## src/rtl/cpu_pkg.sv

```systemverilog
// Shared widths, control bundle and ALU opcodes for the 16-bit, 16-register pipeline.
// ctrl_t is {regwrite, memread, memwrite, memtoreg, alusrc, halt, aluop}: six flags plus aluop.
package cpu_pkg;
   localparam int DATA_W  = 16;
   localparam int REG_AW  = 4;
   localparam int ALUOP_W = 4;

   typedef struct packed {
      logic               regwrite;
      logic               memread;
      logic               memwrite;
      logic               memtoreg;
      logic               alusrc;
      logic               halt;
      logic [ALUOP_W-1:0] aluop;
   } ctrl_t;

   localparam ctrl_t BUBBLE_CTRL = '0;

   localparam logic [ALUOP_W-1:0] ALU_ADD  = 4'd0;
   localparam logic [ALUOP_W-1:0] ALU_SUB  = 4'd1;
   localparam logic [ALUOP_W-1:0] ALU_AND  = 4'd2;
   localparam logic [ALUOP_W-1:0] ALU_OR   = 4'd3;
   localparam logic [ALUOP_W-1:0] ALU_XOR  = 4'd4;
   localparam logic [ALUOP_W-1:0] ALU_SLT  = 4'd5;
   localparam logic [ALUOP_W-1:0] ALU_SLL  = 4'd6;
   localparam logic [ALUOP_W-1:0] ALU_SRL  = 4'd7;
   localparam logic [ALUOP_W-1:0] ALU_PASS = 4'd8;
endpackage

```

## src/rtl/hazard_detect.sv

```systemverilog
// Combinational load-use detector: a load in EX whose destination is read by the
// instruction in ID. Also used by the PC and IF/ID enable logic.
module hazard_detect #(
   parameter int REG_AW = cpu_pkg::REG_AW
) (
   input  logic              flush,
   input  logic              hold,
   input  logic              ex_valid,
   input  logic              ex_memread,
   input  logic [REG_AW-1:0] ex_regdest,
   input  logic              id_valid,
   input  logic              id_uses_rs,
   input  logic              id_uses_rt,
   input  logic [REG_AW-1:0] id_regrs,
   input  logic [REG_AW-1:0] id_regrt,
   output logic              load_use,
   output logic              stall
);
   logic rs_match;
   logic rt_match;

   assign rs_match = id_uses_rs && (id_regrs == ex_regdest);
   assign rt_match = id_uses_rt && (id_regrt == ex_regdest);

   // r0 is hardwired zero, so a load targeting it never creates a dependency
   assign load_use = ex_valid && ex_memread && (ex_regdest != '0) && id_valid
                     && (rs_match || rt_match);
   assign stall    = load_use && !flush && !hold;
endmodule

```

## src/rtl/id_ex_stage.sv

```systemverilog
// ID/EX pipeline register with load-use stall, bubble insertion, flush and hold.
module id_ex_stage import cpu_pkg::*; #(
   parameter int DATA_W  = cpu_pkg::DATA_W,
   parameter int REG_AW  = cpu_pkg::REG_AW,
   parameter int ALUOP_W = cpu_pkg::ALUOP_W
) (
   input  logic              clk,
   input  logic              rst_n,
   input  logic              flush,
   input  logic              hold,
   input  logic              if_id_valid,
   input  logic [REG_AW-1:0] if_id_regrs,
   input  logic [REG_AW-1:0] if_id_regrt,
   input  logic [REG_AW-1:0] if_id_regdest,
   input  logic              if_id_uses_rs,
   input  logic              if_id_uses_rt,
   input  logic [DATA_W-1:0] if_id_rs_data,
   input  logic [DATA_W-1:0] if_id_rt_data,
   input  logic [DATA_W-1:0] if_id_imm,
   input  logic [DATA_W-1:0] if_id_pc_plus2,
   input  ctrl_t             if_id_ctrl,
   output logic              stall,
   output logic              id_ex_valid,
   output logic [REG_AW-1:0] id_ex_regrs,
   output logic [REG_AW-1:0] id_ex_regrt,
   output logic [REG_AW-1:0] id_ex_regdest,
   output logic [DATA_W-1:0] id_ex_rs_data,
   output logic [DATA_W-1:0] id_ex_rt_data,
   output logic [DATA_W-1:0] id_ex_imm,
   output logic [DATA_W-1:0] id_ex_pc_plus2,
   output ctrl_t             id_ex_ctrl
);
   logic              load_use;
   logic              load_bubble;
   logic              valid_reg;
   logic [REG_AW-1:0] regrs_reg, regrt_reg, regdest_reg;
   logic [DATA_W-1:0] rs_data_reg, rt_data_reg, imm_reg, pc_plus2_reg;
   ctrl_t             ctrl_reg;

   hazard_detect #(.REG_AW(REG_AW)) u_hazard (
      .flush      (flush),
      .hold       (hold),
      .ex_valid   (valid_reg),
      .ex_memread (ctrl_reg.memread),
      .ex_regdest (regdest_reg),
      .id_valid   (if_id_valid),
      .id_uses_rs (if_id_uses_rs),
      .id_uses_rt (if_id_uses_rt),
      .id_regrs   (if_id_regrs),
      .id_regrt   (if_id_regrt),
      .load_use   (load_use),
      .stall      (stall)
   );

   // flush outranks hold so a redirect is never lost; hold outranks the stall bubble
   assign load_bubble = !rst_n || flush || (!hold && (load_use || !if_id_valid));

   always_ff @(posedge clk) begin
      if (load_bubble) begin
         valid_reg    <= 1'b0;
         regrs_reg    <= '0;
         regrt_reg    <= '0;
         regdest_reg  <= '0;
         rs_data_reg  <= '0;
         rt_data_reg  <= '0;
         imm_reg      <= '0;
         pc_plus2_reg <= '0;
         ctrl_reg     <= BUBBLE_CTRL;
      end else if (!hold) begin
         valid_reg    <= 1'b1;
         regrs_reg    <= if_id_regrs;
         regrt_reg    <= if_id_regrt;
         regdest_reg  <= if_id_regdest;
         rs_data_reg  <= if_id_rs_data;
         rt_data_reg  <= if_id_rt_data;
         imm_reg      <= if_id_imm;
         pc_plus2_reg <= if_id_pc_plus2;
         ctrl_reg     <= if_id_ctrl;
      end
   end

   assign id_ex_valid    = valid_reg;
   assign id_ex_regrs    = regrs_reg;
   assign id_ex_regrt    = regrt_reg;
   assign id_ex_regdest  = regdest_reg;
   assign id_ex_rs_data  = rs_data_reg;
   assign id_ex_rt_data  = rt_data_reg;
   assign id_ex_imm      = imm_reg;
   assign id_ex_pc_plus2 = pc_plus2_reg;
   assign id_ex_ctrl     = ctrl_reg;
endmodule
```

## config.mk

```make
export PLATFORM = sky130hd
export DESIGN_NAME = id_ex_stage
export DESIGN_NICKNAME = d
export VERILOG_FILES = /design/src/rtl/cpu_pkg.sv /design/src/rtl/hazard_detect.sv /design/src/rtl/id_ex_stage.sv
export SDC_FILE = /design/constraint.sdc
export NUM_CORES = 1
export LEC_CHECK = 0
export ABC_AREA = 1
export CAP_MARGIN = 20
export CORE_MARGIN = 2
export CORE_UTILIZATION = 35
export DETAILED_ROUTE_END_ITERATION = 10
export HOLD_SLACK_MARGIN = 0.05
export MAX_ROUTING_LAYER = met4
export PLACE_DENSITY = 0.87
export SYNTH_ARGS = -nofsm -noshare
export SYNTH_HDL_FRONTEND = slang
export SYNTH_SLANG_ARGS = --single-unit
```

## constraint.sdc

```tcl
create_clock -name clk -period 1.35 [get_ports clk]
set_clock_uncertainty 0.1 [all_clocks]
set_input_delay 0.27 -clock clk [delete_from_list [all_inputs] [get_ports clk]]
set_output_delay 0.27 -clock clk [all_outputs]
set_load 0.01 [all_outputs]
```

# [Yosys cells after proc, flatten, opt, wreduce, memory -nomap -nowiden]
# Index checks and enable logic that the tools add are counted.
[totals] register_bits=87 input_bits=93 output_inout_bits=88 elab_cells=35
[op_classes] n_eq_ne=2 n_reduce_logical=18
[op_table] op="logical AND 1 bit" count=9
[op_table] op="== test 4 bit" count=2
[op_table] op="logical NOT 1 bit" count=4
[op_table] op="logical OR 1 bit" count=4
[op_table] op="nonzero test 4 bit" count=1

# [Longest topological paths before layout]
[depth] depth_word=7 mapped_depth=13 depth_no_buf=11

# [Cells and area by module]
# Synthesis repeated with hierarchy kept, for this count alone.
[unflattened] cells_unflattened=513 hier_area_um2=3682.3
[modules_own_cells] module="id_ex_stage" instances=1 cells_per_inst=468 area_each_um2=3488.3 seq_area_each_um2=1741.7
[modules_own_cells] module="hazard_detect" instances=1 cells_per_inst=45 area_each_um2=193.9 seq_area_each_um2=0.0

# [Least setup slack after synthesis]
# OpenSTA, ideal clock, no wires.
[synth_path] kind="reg-to-reg" from="reg regdest_reg[0] (netlist: id_ex_regdest[0])" to="reg rs_data_reg[3] (netlist: id_ex_rs_data[3])" setup_time_ps=116 arrival_time_ps=1310 required_time_ps=1134 setup_slack_ps=-175 stages_incl_launch_ff=14 n_path_buf=2 period_less_slack_ps=1525 cell_sequence="dfxtp_1 > inv_1 > nand2_1 > nand2_1 > nor2_1 > nand3_1 > nand2_1 > nand2_1 > nand2_1 > nand2_1 > nand2_2 > buf_6 > buf_6 > nor2_1"
[synth_between] elab_chain_cells=7 elab_cells_between_ends=12 cone_classes="eq/ne: 2; reduce/logical: 10"
[synth_rtl] element="start: declaration" line="id_ex_stage.sv:36" text="logic [REG_AW-1:0] regrs_reg, regrt_reg, regdest_reg;"
[synth_rtl] element="start signal: assignment" line="id_ex_stage.sv:73" text="regdest_reg <= if_id_regdest;"
[synth_rtl] element="== test 4 bit (tied with other cells)" line="hazard_detect.sv:22" text="assign rs_match = id_uses_rs && (id_regrs == ex_regdest);"
[synth_rtl] element="logical AND 1 bit (on tied branches)" line="hazard_detect.sv:22, hazard_detect.sv:23, hazard_detect.sv:26"
[synth_rtl] element="logical OR 1 bit or logical AND 1 bit (tied branches)" line="hazard_detect.sv:27, hazard_detect.sv:26"
[synth_rtl] element="logical AND 1 bit *" line="hazard_detect.sv:27" text="&& (rs_match || rt_match);"
[synth_rtl] element="logical OR 1 bit *" line="id_ex_stage.sv:56" text="assign load_bubble = !rst_n || flush || (!hold && (load_use || !if_id_valid));"
[synth_rtl] element="logical AND 1 bit *" line="id_ex_stage.sv:56"
[synth_rtl] element="logical OR 1 bit *" line="id_ex_stage.sv:56"
[synth_rtl] element="end signal: assignment" line="id_ex_stage.sv:74" text="rs_data_reg <= if_id_rs_data;"
[synth_rtl] element="end: declaration" line="id_ex_stage.sv:37" text="logic [DATA_W-1:0] rs_data_reg, rt_data_reg, imm_reg, pc_plus2_reg;"
# Every way passes the cells marked *; elsewhere a longest branch is shown, timed or not.
# A chain may end at the register's enable or synchronous reset.

# [Worst setup path after layout]
[layout_path] from="reg regdest_reg[0] (netlist: id_ex_regdest[0])" to="out stall"
[layout_between] elab_chain_cells=6 elab_cells_between_ends=11 cone_classes="eq/ne: 2; reduce/logical: 9"
[layout_rtl] element="== test 4 bit (tied with other cells)" line="hazard_detect.sv:22"
[layout_rtl] element="logical AND 1 bit (on tied branches)" line="hazard_detect.sv:22, hazard_detect.sv:23, hazard_detect.sv:26"
[layout_rtl] element="logical OR 1 bit or logical AND 1 bit (tied branches)" line="hazard_detect.sv:27, hazard_detect.sv:26"
[layout_rtl] element="logical AND 1 bit *" line="hazard_detect.sv:27"
[layout_rtl] element="logical AND 1 bit * (2 in a row)" line="hazard_detect.sv:28" text="assign stall = load_use && !flush && !hold;"
[layout_rtl] element="end: declaration" line="id_ex_stage.sv:22" text="output logic stall,"
# Marked as above.

==> reports/qor.csv <==
stage,metric,value,unit
layout,nets,643,
worst_setup_path,path_max_fanout,4,
global_routing,grt_pass1_vias,3290,
synth,syn_nets,431,
layout,num_antenna_cells,0,
synth,synth_edf_count,0,
layout,final_area,0.00601,mm²
worst_setup_path,r2r_start,id_ex_regdest[0],
detailed_routing,drtAntennaViolNets,0,
timing,hold_viol_final,0,
power,power-per-cell-area,965,mW/mm²
global_routing,grt_overflow,0,
status,violations,negative setup slack,
worst_setup_path,cp_cell_sequence,inv_4 > nand2_2 > nand2_2 > nor2_2 > nand3_1 > nand2_1 > nand2_2 > nor3_2 > buf_2,
floorplanning,rows,35,
synth,yosys.area_share.xor_xnor,0.540,%
floorplanning,die_area,0.0101,mm²
timing,tightest_slew,0.330,ns
placed_design,place.gp.congestion,0.858,
floorplanning,die_h,100,µm
worst_setup_path,cpMostUsedCell,nand2_2,
power,report.power.total,5.80,mW
timing,setup_ws,-0.551,ns
worst_setup_path,regToRegSetupSlack,-0.51,ns
worst_setup_path,critPathArrivalTime,1.53,ns
layout,seq_area,0.00176,mm²
timing,slew_viol_final,0,
floorplanning,io_pins,181,
flow_run,max_cap_violations,0,
timing,max_freq,0.526,GHz
min_path,min_path_type,input pin to register,
cts,cts_sinks,87,
power,leakage,2.69,nW
timing,period_share,141,%
global_routing,grt_first_pass_wirelength,16.2,mm
min_path,hold_path_startpoint,hold,
placed_design,hpwl,6.89,mm
synth,synth-seq-cells,87,
worst_setup_path,critPathMaxStageDelay,0.39,ns
worst_setup_path,crit_path_start_kind,register,
synth,muxShareOfSynthArea,23.7,%
worst_setup_path,endpoint_kind,primary output,
timing,slew_headroom,77.4,%
timing,fin_crit,1.90,ns
worst_setup_path,required,0.98,ns
synth,synth_compound_area_share,1.58,%
placed_design,port_buffers,180,
synth,synth.distinct_cells,16,
timing,tns,-38.62,ns
synth,ys_top_cells_by_area,"dfxtp_1 (54%), mux2i_1 (24%), nor2_1 (11%)",
synth,synth_top_area_share,53.7,%
min_path,min_path_cells,4,
cts,path_clk_slew,0.08,ns
synth,synth_top_family_by_area,multiplexers,
synth,yosysSeqAreaShare,53.7,%
timing,final-setup-viol-count,89,
worst_setup_path,cpMaxStageDelayCell,dfxtp_4,
detailed_routing,drc,0,
worst_setup_path,r2r_cells,15,
timing,holdWs,0.319,ns
detailed_routing,routed-via-count,3164,
cts,clockBufferDepth,2,
placed_design,dp_cells,626,
layout,final_util,66.0,%
layout,nFillCells,734,
cts,cts_buffers,9,
power,vdd_ir_drop_max,0.000490,V
detailed_routing,wire_per_inst,16.3,µm
synth,netlist_area,0.00325,mm²
synth,ys_top_cells_by_count,"nor2_1 (96), dfxtp_1 (87), mux2i_1 (77), nand2_1 (29), buf_2 (12)",
cts,clkLatencyLatePin,0.34,ns
cts,ctsHoldBuffers,0,
detailed_routing,wl,10.9,mm
synth,yosys.area.top_type,dfxtp_1,
synth,synthFlopType,dfxtp_1,
synth,syn_inst,338,
synth,yosysWarnings,0,
floorplanning,start_util,35.6,%
worst_setup_path,r2r_end,id_ex_ctrl[9],
synth,synth.most_common_cell,nor2_1,
layout,area_growth,85.3,%
floorplanning,core-area,0.00911,mm²
global_routing,grtUsageTotal,21.4,%
status,status,"complete, but fails checks",
worst_setup_path,crit_family,simple AND/OR/NAND/NOR gates,
layout,stdcell_count,664,
global_routing,antenna_found_initial,0,
synth,syn_area_per_cell,9.60,µm²
cts,cts_tree,built,
cts,cts_htree_levels,3,
synth,async_flop_share,0,%
placed_design,place_area,0.00525,mm²
placed_design,pre_cts_ws,-0.983,ns
floorplanning,die_w,100,µm
timing,grt_setup_unrepaired,true,
global_routing,grt_max_degree,47,
detailed_routing,vias_per_cell,4.77,
detailed_routing,dr.pass1.iters,4,
min_path,hold_end,id_ex_regrt[2],
layout,multiInputGateArea,0.00160,mm²
worst_setup_path,crit_buf_inv,2,
layout,drive_gt1_share,35.1,%
synth,synthSimpleGateAreaFrac,15.3,%
synth,synth_fa_ha_area_share,0,%
cts,root_buffer,clkbuf_8,
detailed_routing,drt-initial-drc-count,52,
worst_setup_path,crit_type,register to primary output,
-- worst min-delay path: cells and delay by family --
| family | cells | cell delay, ns |
|---|---|---|
| buffers and inverters | 2 | 0.27 |
| multiplexers | 1 | 0.09 |
| AND/OR/NAND/NOR | 1 | 0.09 |
-- logic make-up after synthesis --
family	count (synthesis)
AO/OA/AOI/OAI	10
XOR/XNOR	2
buffers and inverters	32
flip-flops	87
multiplexers	77
AND/OR/NAND/NOR	130
-- worst max-delay path by stage --
stage	cells past startpoint	slack [ns]	from	end
final	9	-0.55	id_ex_regdest[0]	stall
after global routing	9	-0.63	id_ex_regdest[0]	stall
after CTS	9	-0.50	id_ex_regdest[0]	stall
after detailed placement	10	-0.98	if_id_regrt[1]	stall
after global placement	10	-0.95	if_id_regrs[1]	stall
after floorplan	13	-0.09	id_ex_regdest[0]	id_ex_rs_data[3]
-- timing repair --
action | in CTS | in global routing
endpoints found under the setup margin | 175 | 165
resized for setup | 169 | 181
setup buffers | 14 | 5
pin swaps | 0 | 2
cloned | 10 | 4
-- sequential cells by signal, indices dropped and copies added (netlist names) --
name            cells
id_ex_regdest       4
id_ex_regrt         4
id_ex_rs_data      16
id_ex_rt_data      16
id_ex_valid         1
id_ex_ctrl         10
id_ex_imm          16
id_ex_regrs         4
id_ex_pc_plus2     16
-- final cells by class --
type / count / share of cell area (%)
flip-flops and latches: 87 / 29.2
multi-input cells: 219 / 26.6
well taps: 111 / 2.31
clock inverters: 3 / 1.08
inverters: 11 / 0.728
repair buffers: 222 / 37.4
clock buffers: 11 / 2.70
-- layer usage --
layer	vias to the layer above	routed length, µm	track usage, %	part of all wire, %
met4	0	269	7.80	2.5
met3	18	522	4.94	4.8
met1	1514	4290	22.4	40
li1	1519	-	-	-
met5	-	0	-	0
met2	113	5770	39.0	53
-- power by group --
group          leakage, nW  switching, mW  total (mW)  internal [mW]
Sequential           0.711         0.0434        2.68           2.64
Combinational         1.86          0.433        1.05          0.612
Clock                0.116          0.893        2.08           1.18
Total                 2.69           1.37        5.80           4.43
-- layout by cell type (no fill, tap or decap), types with 11 or more instances in the layout --
cell type	count
dfxtp_1	80
nor2_1	19
nand2_1	23
nor2_2	68
clkdlybuf4s50_1	87
clkbuf_2	33
buf_4	16
clkdlybuf4s15_1	40
mux2i_1	77
dlygate4sd2_1	11
No activity file was read; power rests on OpenSTA's default activity.
